--- src/rtl/seg_scan_controller.sv ---
// Multiplexed scanner for a common-anode seven-segment display sharing one hex decoder.
// Shadowed CPU writes are committed only at a frame boundary so every frame shows one consistent value.
module seg_scan_controller #(
  parameter int NUM_DIGITS   = 4,
  parameter int PRESCALE     = 50000,
  parameter int BLANK_CYCLES = 16,
  localparam int IW = (NUM_DIGITS > 1) ? $clog2(NUM_DIGITS) : 1
) (
  input  logic                    clk,
  input  logic                    rst_n,
  input  logic                    wr_en,
  input  logic [4*NUM_DIGITS-1:0] wr_value,
  input  logic [NUM_DIGITS-1:0]   wr_dots,
  input  logic                    lz_blank,
  output logic                    wr_pending,
  output logic                    wr_ack,
  output logic [3:0]              dig,
  output logic                    dot,
  output logic [NUM_DIGITS-1:0]   an_n,
  output logic [IW-1:0]           digit_idx
);

  localparam int MAXC = (PRESCALE > BLANK_CYCLES) ? PRESCALE : BLANK_CYCLES;
  localparam int TW   = $clog2(MAXC + 1);

  typedef enum logic {BLANK, SHOW} state_t;

  state_t                  state_q, state_d;
  logic [TW-1:0]           timer_q, timer_d;
  logic [IW-1:0]           idx_q, idx_d;
  logic [4*NUM_DIGITS-1:0] act_val_q, act_val_d, sh_val_q, sh_val_d;
  logic [NUM_DIGITS-1:0]   act_dots_q, act_dots_d, sh_dots_q, sh_dots_d;
  logic                    pend_q, pend_d, ack_q, ack_d, dot_q, dot_d;
  logic [3:0]              dig_q, dig_d;
  logic [4*NUM_DIGITS-1:0] sel_val;
  logic [NUM_DIGITS-1:0]   sel_dots;
  logic [NUM_DIGITS-1:0]   zero_above;
  logic                    suppress;

  always_comb begin
    state_d    = state_q;
    timer_d    = timer_q;
    idx_d      = idx_q;
    act_val_d  = act_val_q;
    act_dots_d = act_dots_q;
    sh_val_d   = sh_val_q;
    sh_dots_d  = sh_dots_q;
    pend_d     = pend_q;
    ack_d      = 1'b0;
    case (state_q)
      BLANK: begin
        if (timer_q == TW'(BLANK_CYCLES - 1)) begin
          state_d = SHOW;
          timer_d = '0;
        end else begin
          timer_d = timer_q + TW'(1);
        end
      end
      SHOW: begin
        if (timer_q == TW'(PRESCALE - 1)) begin
          state_d = BLANK;
          timer_d = '0;
          if (idx_q == IW'(NUM_DIGITS - 1)) begin
            idx_d = '0;
            if (pend_q) begin
              act_val_d  = sh_val_q;
              act_dots_d = sh_dots_q;
              pend_d     = 1'b0;
              ack_d      = 1'b1;
            end
          end else begin
            idx_d = idx_q + IW'(1);
          end
        end else begin
          timer_d = timer_q + TW'(1);
        end
      end
      default: state_d = BLANK;
    endcase
    // A write in the commit cycle lands after the commit has taken the old shadow.
    if (wr_en) begin
      sh_val_d  = wr_value;
      sh_dots_d = wr_dots;
      pend_d    = 1'b1;
    end
    sel_val  = act_val_d >> {idx_d, 2'b00};
    sel_dots = act_dots_d >> idx_d;
    dig_d    = sel_val[3:0];
    dot_d    = sel_dots[0];
  end

  always_ff @(posedge clk) begin
    if (!rst_n) begin
      state_q    <= BLANK;
      timer_q    <= '0;
      idx_q      <= '0;
      act_val_q  <= '0;
      act_dots_q <= '0;
      sh_val_q   <= '0;
      sh_dots_q  <= '0;
      pend_q     <= 1'b0;
      ack_q      <= 1'b0;
      dig_q      <= 4'h0;
      dot_q      <= 1'b0;
    end else begin
      state_q    <= state_d;
      timer_q    <= timer_d;
      idx_q      <= idx_d;
      act_val_q  <= act_val_d;
      act_dots_q <= act_dots_d;
      sh_val_q   <= sh_val_d;
      sh_dots_q  <= sh_dots_d;
      pend_q     <= pend_d;
      ack_q      <= ack_d;
      dig_q      <= dig_d;
      dot_q      <= dot_d;
    end
  end

  // zero_above[i]: digit i and every higher digit have a zero nibble and no dot.
  always_comb begin
    logic z;
    z = 1'b1;
    zero_above = '0;
    for (int i = NUM_DIGITS - 1; i >= 0; i--) begin
      z = z && (act_val_q[4*i +: 4] == 4'h0) && !act_dots_q[i];
      zero_above[i] = z;
    end
  end

  always_comb begin
    suppress = lz_blank && (idx_q != '0) && zero_above[idx_q];
    an_n     = '1;
    if (state_q == SHOW && !suppress) begin
      an_n = ~({{(NUM_DIGITS-1){1'b0}}, 1'b1} << idx_q);
    end
  end

  assign wr_pending = pend_q;
  assign wr_ack     = ack_q;
  assign dig        = dig_q;
  assign dot        = dot_q;
  assign digit_idx  = idx_q;

endmodule

--- config.mk ---
export PLATFORM = sky130hd
export DESIGN_NAME = seg_scan_controller
export DESIGN_NICKNAME = d
export VERILOG_FILES = /design/src/rtl/seg_scan_controller.sv
export SDC_FILE = /design/constraint.sdc
export NUM_CORES = 1
export LEC_CHECK = 0
export ABC_CLOCK_PERIOD_IN_PS = 4400
export BUFFER_PORTS_ARGS = -buffer_cell sky130_fd_sc_hd__buf_2
export CAP_MARGIN = 25
export CORE_MARGIN = 8
export CORE_UTILIZATION = 50
export DETAILED_ROUTE_END_ITERATION = 10
export PLACE_DENSITY = 0.72
export REMOVE_ABC_BUFFERS = 1
export SLEW_MARGIN = 0
export SYNTH_ARGS = -nofsm -noshare
export SYNTH_HDL_FRONTEND = slang
export SYNTH_SLANG_ARGS = --single-unit
export TNS_END_PERCENT = 1
--- constraint.sdc ---
create_clock -name clk -period 4.4 [get_ports clk]
set_clock_uncertainty 0.15 [all_clocks]
set_input_delay 0.66 -clock clk [delete_from_list [all_inputs] [get_ports clk]]
set_output_delay 0.66 -clock clk [all_outputs]
set_load 0.02 [all_outputs]
* Word level (Yosys, flattened, before mapping)
Cells that the tools add are included.
W data, S select, Z words.
** Cells by class
- Div/mod/pow operators :: 0
- Mux-type cells :: 25
- Add/sub/neg operators :: 2
- Reductions and logical operators :: 25
- Order comparisons :: 1
- Equality and inequality tests :: 3
- Bitwise gates (word level) :: 2
- Shift-type cells :: 3
- $mul :: 0
** Operators by type and width (number)
- $mux W16 :: 6
- $pmux W16 S2 :: 1
- $mux W4 :: 5
- $add A16 B1 Y16 const B :: 1
- $eq A16 B16 Y1 const B :: 1
- $eq A16 B4 Y1 const B :: 1
- $logic_not A4 Y1 :: 4
- $shr A16 B4 Y4 :: 1
- $logic_and A1 B1 Y1 :: 10
- $mux W1 :: 8
- $reduce_bool A2 Y1 :: 4
- $mux W2 :: 3
- $logic_not A1 Y1 :: 5
- $not A4 Y4 :: 1
- $reduce_and A4 Y1 :: 1
- $shl A1 B2 Y4 const A :: 1
- $shr A4 B2 Y1 :: 1
- $lt A2 B3 Y1 const B :: 1
- $reduce_and A3 Y1 :: 1
- $add A2 B1 Y2 const B :: 1
- $bmux W1 S2 :: 1
- $eq A2 B2 Y1 const B :: 1
- $pmux W1 S2 :: 1
- $not A1 Y1 :: 1
** Word-level totals
- Bits in latches :: 0
- Word-level logic and storage cells :: 72
- Bits of input ports :: 24
- Memory bits (read-only) :: 0
- Output and inout bits :: 13
- Memories kept :: 0
- Flip-flop bits (word level) :: 66
- Bits in writable memories :: 0

* Logic depth before layout (Yosys ltp)
Gate-level depths: netlist (run 1).
- Depth after elaboration :: 14
- Mapped depth :: 8
- Gate-level depth less buffers :: 7

* Least setup slack after synthesis (run 1)
Ideal clock, no wire load.
- Path kind :: flip-flop to output port
- Start point :: register act_val_q[9]
- End point :: output port an_n[0]
- Buffers on the path :: 0
- Data required time :: 3590 ps
- Arrival time :: 1632 ps
- Stages on the path, launching flop included :: 6
- Slack :: 1958 ps
- Path through :: dfxtp_1 -> or4_1 -> o41ai_1 -> o2111ai_1 -> and2_1 -> nand2_1
** Between the ends
- Longest elaborated chain between the ends :: 13
** Ends and longest elaborated chain
- start, declared :: RTL line 31 : logic [4*NUM_DIGITS-1:0] act_val_q, act_val_d, sh_val_q, sh_val_d;
- start signal, assigned :: RTL line 109 : act_val_q <= act_val_d;
- $logic_not A4 Y1 (*) :: RTL line 126 : z = z && (act_val_q[4*i +: 4] == 4'h0) && !act_dots_q[i];
- $logic_and A1 B1 Y1 (*) (2 in series) :: RTL line 126
- $logic_and A1 B1 Y1 (4 in series) :: RTL line 126
- $bmux W1 S2 (*) :: RTL line 132 : suppress = lz_blank && (idx_q != '0) && zero_above[idx_q];
- $mux W1 (implied by the code) (*) :: RTL line 132
- $logic_and A1 B1 Y1 (*) :: RTL line 132
- $logic_not A1 Y1 (*) :: RTL line 134 : if (state_q == SHOW && !suppress) begin
- $logic_and A1 B1 Y1 (*) :: RTL line 134
- $mux W4 (*) :: RTL line 134
- end, declared :: RTL line 19 : output logic [NUM_DIGITS-1:0] an_n,
Every way passes the cells marked *; elsewhere a longest branch is shown, timed or not. The select of a mux whose other input is x is not followed.

* Final worst setup path (run 1)
- Start point :: register act_val_q[9]
- End point :: output port an_n[1]
The elaborated chain is that of the path after synthesis.

==> results.py, run 1 <==
metrics = {
    "logic_synthesis": {
        "ys_seq_area_share_pct": 48.7,
        "synth_edf_count": 0,
        "yosys-top-cells-area": "dfxtp_1 (49%), mux2i_1 (19%), nor2_1 (8.8%)",
        "netlist-cell-type-count": 33,
        "synth_top_cell_area_share_pct": 48.7,
        "synthTopCellsByCount": "dfxtp_1 (66), nor2_1 (64), mux2i_1 (51)",
        "syn_area_per_cell_um2": 9.73,
        "ys_ff_latch": 66,
        "synthCells": 279,
        "yosys_warnings": 0,
        "synth_top_cell_by_area": "dfxtp_1",
        "async_reset_ff_share_pct": 0,
        "synth_most_common_cell": "dfxtp_1",
        "ys.flop_type": "dfxtp_1",
        "synth_area_um2": 2720,
    },
    "timing": {
        "slew_viol_final": 0,
        "worstMarginPinSlew_ns": 0.657,
        "holdWs_ns": 0.303,
        "post-route-period-util_pct": 68.3,
        "min_period_ns": 3.00,
        "final.setup.tns_ns": 0,
        "finalSetupViolCount": 0,
        "rsz0062_at_grt": "no",
        "relSlewSlack_pct": 56.1,
        "setup_slack_ns": 1.40,
        "clock.fmax_mhz": 333,
        "hold_viol": 0,
    },
    "clock_network": {
        "clk_pin_slew_ns": 0.07,
        "cts_tree": "done",
        "cts_resized": 0,
        "clock_latency_ns": 0.34,
        "ctsHoldBuffers": 0,
        "postCtsSetupRepairBufs": 0,
        "clockBufferDepth": 2,
        "cts_max_level": 3,
        "clock-sinks": 66,
        "cts-root-buf": "clkbuf_8",
        "cts_buffers": 9,
    },
    "setup_path": {
        "cp-end-kind": "primary output",
        "worstSetupPathType": "flip-flop to primary output",
        "reg2reg_from": "timer_q[4]$_SDFF_PN0_",
        "cp.arrival_ns": 2.19,
        "worstReg2RegEnd": "dig[3]$_SDFF_PN0_",
        "reg2reg_setup_slack_ns": 1.93,
        "path_max_fanout": 3,
        "start_kind": "flip-flop",
        "rr_worst_depth": 7,
        "required_ns": 3.59,
    },
    "routing": {
        "drc": 0,
        "dr_total_vias": 2024,
        "avgRoutedWirePerCell_um": 14.4,
        "viasPerCell": 5.15,
        "totalWireLength_mm": 5.66,
        "drt_iter0_markers": 127,
        "drt-pass1-iter-count": 4,
        "drtAntennaViolNets": 0,
    },
    "status": {
        "status": "completed",
    },
    "final_layout": {
        "layout.cells.non_filler": 393,
        "areaGrowthSynthToFinish_pct": 16.2,
        "antenna_cells": 0,
        "fin_util_pct": 58.7,
        "final_net_count": 346,
        "drive_gt1_share_pct": 18.1,
    },
    "die": {
        "die_w_um": 89.7,
        "ios": 37,
        "initial_core_util_pct": 50.5,
        "die_area_um2": 8040,
        "die_y_um": 89.7,
        "core-area_um2": 5370,
        "num_rows": 27,
    },
    "worst_hold_path": {
        "whs_endpoint": "timer_q[0]$_SDFF_PN0_",
        "hold_depth": 1,
        "min_from": "timer_q[0]$_SDFF_PN0_",
        "worstHoldPathType": "flip-flop to flip-flop",
    },
    "global_route": {
        "grt.total_usage_pct": 15.7,
        "grt_pass1_vias": 2041,
        "overflow": 0,
        "grt_pass1_wl_mm": 9.40,
        "grt_max_degree": 42,
        "antenna_found_initial": 0,
    },
    "job": {
        "maxCapViolCount": 0,
    },
    "placed_design": {
        "dp_hpwl_mm": 4.14,
        "portBuffers": 36,
        "globalplace.congestion": 0.805,
        "dp_slack_ns": 1.77,
        "post-place-cells": 378,
    },
    "power": {
        "vdd_drop_max_v": 0.000192,
        "leakagePower_nw": 1.46,
        "power_density_nw_per_um2": 381,
    },
}
-- metrics by stage --
step                      power (mW)  cell area [um^2]
after floorplan                0.658              2660
after global placement         0.681              2950
after detailed placement       0.682              2950
after CTS                       1.21              3160
after global routing            1.25              3160
final                           1.20              3160
-- flip-flops by register name, indices dropped and copies added, names as in the netlist, 2 cells and up --
register / flops
timer_q: 16
sh_dots_q: 4
sh_val_q: 16
digit_idx: 2
act_val_q: 16
act_dots_q: 4
dig: 4
-- logic make-up (layout without fill, tap and decap cells) --
group / after synthesis / count (layout) / synth area share (%)
AO/OA/AOI/OAI: 15 / 15 / 4.01
XOR/XNOR: 12 / 12 / 3.87
adder cells (fa/ha/maj): 5 / 5 / 2.30
buffers and inverters: 17 / 59 / 2.72
flip-flops: 66 / 66 / 48.7
multiplexers: 52 / 52 / 19.4
AND/OR/NAND/NOR: 112 / 112 / 19.1
-- cells in the final DEF, fill, tap and decap left out, types with 3 or more instances in the layout --
cell type / synthesis / routed
dfxtp_1: 66 / 66
or4_1: 3 / 3
xor2_1: 7 / 7
a21oi_1: 5 / 5
or3_1: 3 / 3
clkbuf_8: 0 / 9
nor3_1: 6 / 6
buf_2: 2 / 36
clkinv_2: 0 / 3
nand2_1: 16 / 16
nand3_1: 3 / 3
xnor2_1: 5 / 5
ha_1: 5 / 5
nor2_1: 64 / 64
a22o_1: 5 / 5
mux2i_1: 51 / 51
nand4_1: 5 / 5
and2_1: 4 / 4
inv_1: 5 / 5
-- final cells by class --
type	instances	area, um^2
clock buffer	9	124
clock inverter	6	82.6
fill	479	2220
inverter	6	22.5
multi-input combinational	196	1320
sequential	66	1320
tap	72	90.1
timing repair buffer	38	195
-- critical path, stage by stage (launching register included) --
cell and delay (ns):
dfxtp_1 0.31, or4_1 0.56, o41ai_1 0.35, o2111ai_1 0.18, and2_1 0.22, nand2_1 0.07, buf_2 0.15
-- worst max path at each step --
stage / startpoint / endpoint / slack (ns)
after floorplan: timer_q[4]$_SDFF_PN0_ / dot$_SDFF_PN0_ / 1.42
after global placement: digit_idx[1]$_SDFF_PN0_ / an_n[0] / 1.82
after detailed placement: act_val_q[9]$_SDFF_PN0_ / an_n[1] / 1.77
after CTS: act_val_q[9]$_SDFF_PN0_ / an_n[1] / 1.40
after global routing: act_val_q[9]$_SDFF_PN0_ / an_n[0] / 1.25
final: act_val_q[9]$_SDFF_PN0_ / an_n[1] / 1.40
-- power breakdown --
group	internal, mW	switching, mW	total (mW)
Clock	0.312	0.223	0.535
Combinational	0.0226	0.0263	0.0489
Sequential	0.611	0.00860	0.620
Total	0.946	0.258	1.20
-- metal layers --
metal	track usage (%)	vias up	part of all wire, %	wire length, um
met4	8.16	0	2.3	131
met5	0	-	0	0
li1	-	1031	-	-
met2	24.9	39	45	2520
met3	5.82	12	6.6	373
met1	18.1	942	47	2630
No activity file was read; power rests on OpenSTA's default activity.
==> inputs of run 2 (changes only) <==
--- a/config.mk
+++ b/config.mk
@@ -5,7 +5,7 @@
 export SDC_FILE = /design/constraint.sdc
 export NUM_CORES = 1
 export LEC_CHECK = 0
-export ABC_CLOCK_PERIOD_IN_PS = 4400
+export ABC_CLOCK_PERIOD_IN_PS = 2800
 export BUFFER_PORTS_ARGS = -buffer_cell sky130_fd_sc_hd__buf_2
 export CAP_MARGIN = 25
 export CORE_MARGIN = 8
==> constraint.sdc (replaced) <==
create_clock -name clk -period 2.8 [get_ports clk]
set_clock_uncertainty 0.15 [all_clocks]
set_input_delay 0.42 -clock clk [delete_from_list [all_inputs] [get_ports clk]]
set_output_delay 0.42 -clock clk [all_outputs]
set_load 0.02 [all_outputs]
==> run 2 against run 1 <==
  * Non-clock buffer count rose by 3
  * Hold slack got worse by 0.13 ns
  * Cell count rose by 1.0%
  * Combinational power rose by 61%
  * Final area rose by 0.95%
  * Register-to-register slack got worse by 1.6 ns
  * Flip-flop and latch count did not move
  * Total power rose by 49%
  * Routed wire length barely moved
  * First-iteration DRC count rose by 7.1%
==> results.py, run 2 (synthesis results as in run 1) <==
metrics = {
    "setup_path": {
        "cpPeakStageDelay_ns": 0.55,
        "cp_slowest_cell": "or4_1",
        "cp_cell_sequence": "or4_1 > o41ai_2 > o2111ai_2 > and2_4 > nand2_1 > buf_2",
        "rr_worst_depth": 6,
        "start_kind": "flip-flop",
        "worstReg2RegEnd": "dig[2]$_SDFF_PN0_",
        "reg2reg_from": "timer_q[4]$_SDFF_PN0_",
        "path_max_fanout": 3,
        "required_ns": 2.23,
        "cp.arrival_ns": 2.11,
        "cp-end-kind": "primary output",
        "reg2reg_setup_slack_ns": 0.32,
        "worstSetupPathType": "flip-flop to primary output",
    },
    "timing": {
        "holdWs_ns": 0.169,
        "finalSetupViolCount": 0,
        "slew_viol_final": 0,
        "clock.fmax_mhz": 373,
        "worstMarginPinSlew_ns": 0.642,
        "post-route-period-util_pct": 95.6,
        "hold_viol": 0,
        "relSlewSlack_pct": 57.2,
        "rsz0062_at_grt": "no",
        "min_period_ns": 2.68,
    },
    "final_layout": {
        "layout_common_cells": "dfxtp_1 (65), nor2_1 (64), mux2i_1 (51)",
        "layout.area.seq_um2": 1320,
        "nFillCells": 463,
        "design_area_um2": 3190,
        "drive_gt1_share_pct": 19.1,
        "antenna_cells": 0,
        "multiInputGateArea_um2": 1340,
        "final_common_cell": "dfxtp_1",
        "fin_util_pct": 59.3,
        "biggestRegsByFlops": "act_val_q x16, sh_val_q x16, timer_q x16",
        "areaGrowthSynthToFinish_pct": 17.3,
        "final_net_count": 349,
    },
    "power": {
        "leakagePower_nw": 1.47,
        "power.internal_mw": 1.41,
        "p_clk_share_pct": 41.4,
        "power_density_nw_per_um2": 564,
        "combPwrFrac_pct": 4.4,
        "p_seq_share_pct": 54.2,
        "vdd_drop_max_v": 0.000296,
        "power.switching_mw": 0.389,
        "p_sw_share_pct": 21.7,
    },
    "placed_design": {
        "portBuffers": 36,
        "globalplace.congestion": 0.849,
        "dp_hpwl_mm": 4.05,
        "dpl-instance-area_um2": 2980,
    },
    "global_route": {
        "gr-max-usage-layer": "met2",
        "grtUsageMet2_pct": 22.3,
        "grt.total_usage_pct": 15.4,
        "grt_use_met1_pct": 20.7,
        "antenna_found_initial": 0,
        "overflow": 0,
        "grt_pass1_wl_mm": 9.38,
        "grt_max_degree": 24,
        "grt_pass1_vias": 1948,
        "grt.met3_usage_pct": 4.37,
    },
    "clock_network": {
        "cts_max_level": 3,
        "clock_latency_ns": 0.34,
        "cts-root-buf": "clkbuf_8",
        "clock-sinks": 66,
        "clk_pin_slew_ns": 0.06,
        "postCtsSetupRepairBufs": 0,
        "ctsHoldBuffers": 0,
        "clockBufferDepth": 2,
        "cts_buffers": 9,
        "cts_tree": "done",
    },
    "routing": {
        "drt_iter0_markers": 136,
        "drtAntennaViolNets": 0,
        "viasPerCell": 5.06,
        "totalWireLength_mm": 5.66,
        "drt-pass1-iter-count": 4,
        "dr_total_vias": 2008,
        "avgRoutedWirePerCell_um": 14.3,
        "drc": 0,
    },
    "die": {
        "die_y_um": 89.7,
        "ios": 37,
        "num_rows": 27,
        "initial_core_util_pct": 50.5,
        "core-area_um2": 5370,
        "die_w_um": 89.7,
        "die_area_um2": 8040,
    },
    "worst_hold_path": {
        "worstHoldPathType": "input port to flip-flop",
        "whs_endpoint": "sh_dots_q[3]$_SDFFE_PN0P_",
        "hold_depth": 3,
        "min_from": "wr_dots[3]",
    },
    "status": {
        "status": "completed",
    },
    "job": {
        "maxCapViolCount": 0,
    },
}
[run 2: through the flow]
step / setup slack, ns / total power [mW] / setup TNS [ns] / instances
2_1_floorplan: -0.177 / 1.03 / -0.884 / 268
3_3_place_gp: 0.373 / 1.07 / 0 / 381
3_5_place_dp: 0.316 / 1.08 / 0 / 381
4_1_cts: 0.0416 / 1.81 / 0 / 397
5_1_grt: 0.0154 / 1.87 / 0 / 397
6_report: 0.122 / 1.80 / 0 / 397
[run 2: metal layers]
| layer | up-vias | share of wire [%] |
|---|---|---|
| met2 | 42 | 43 |
| met4 | 0 | 1.7 |
| li1 | 1030 | - |
| met3 | 9 | 5.4 |
| met5 | - | 0 |
| met1 | 927 | 50 |
[run 2: final cells by class]
cell class,count,share of cell area [%]
Sequential cell,66,41.5
Tap cell,72,2.83
Clock buffer,13,4.36
Timing Repair Buffer,41,7.38
Clock inverter,3,1.26
Multi-Input combinational cell,196,41.9
Inverter,6,0.707
[run 2: what timing repair did]
item | 4_1_cts | 5_1_grt
setup endpoints to repair | 2 | 3
resized for setup | 1 | 5
pin swaps | 0 | 2
[run 2: power by group through the flow]
stage	registers (mW)	clock network [mW]	logic (mW)
after floorplan	0.992	0	0.0419
after global placement	0.995	0	0.0778
after detailed placement	0.996	0	0.0803
after CTS	0.975	0.757	0.0806
after global routing	0.977	0.803	0.0891
final	0.975	0.743	0.0789
[run 2: how the worst max path moves through the flow]
stage | startpoint | endpoint | slack, ns
after floorplan | timer_q[4]$_SDFF_PN0_ | dot$_SDFF_PN0_ | -0.18
after global placement | act_val_q[9]$_SDFF_PN0_ | an_n[0] | 0.37
after detailed placement | timer_q[4]$_SDFF_PN0_ | dig[2]$_SDFF_PN0_ | 0.32
after CTS | act_val_q[9]$_SDFF_PN0_ | an_n[0] | 0.04
after global routing | act_val_q[4]$_SDFF_PN0_ | an_n[0] | 0.02
final | act_val_q[4]$_SDFF_PN0_ | an_n[2] | 0.12
[run 2: worst max-delay path: cells and delay by family, from the launching register on]
kind            cells  cell delay (ns)
flops               1             0.31
simple gates        3             0.80
buf+inv             1             0.15
compound gates      2             0.51
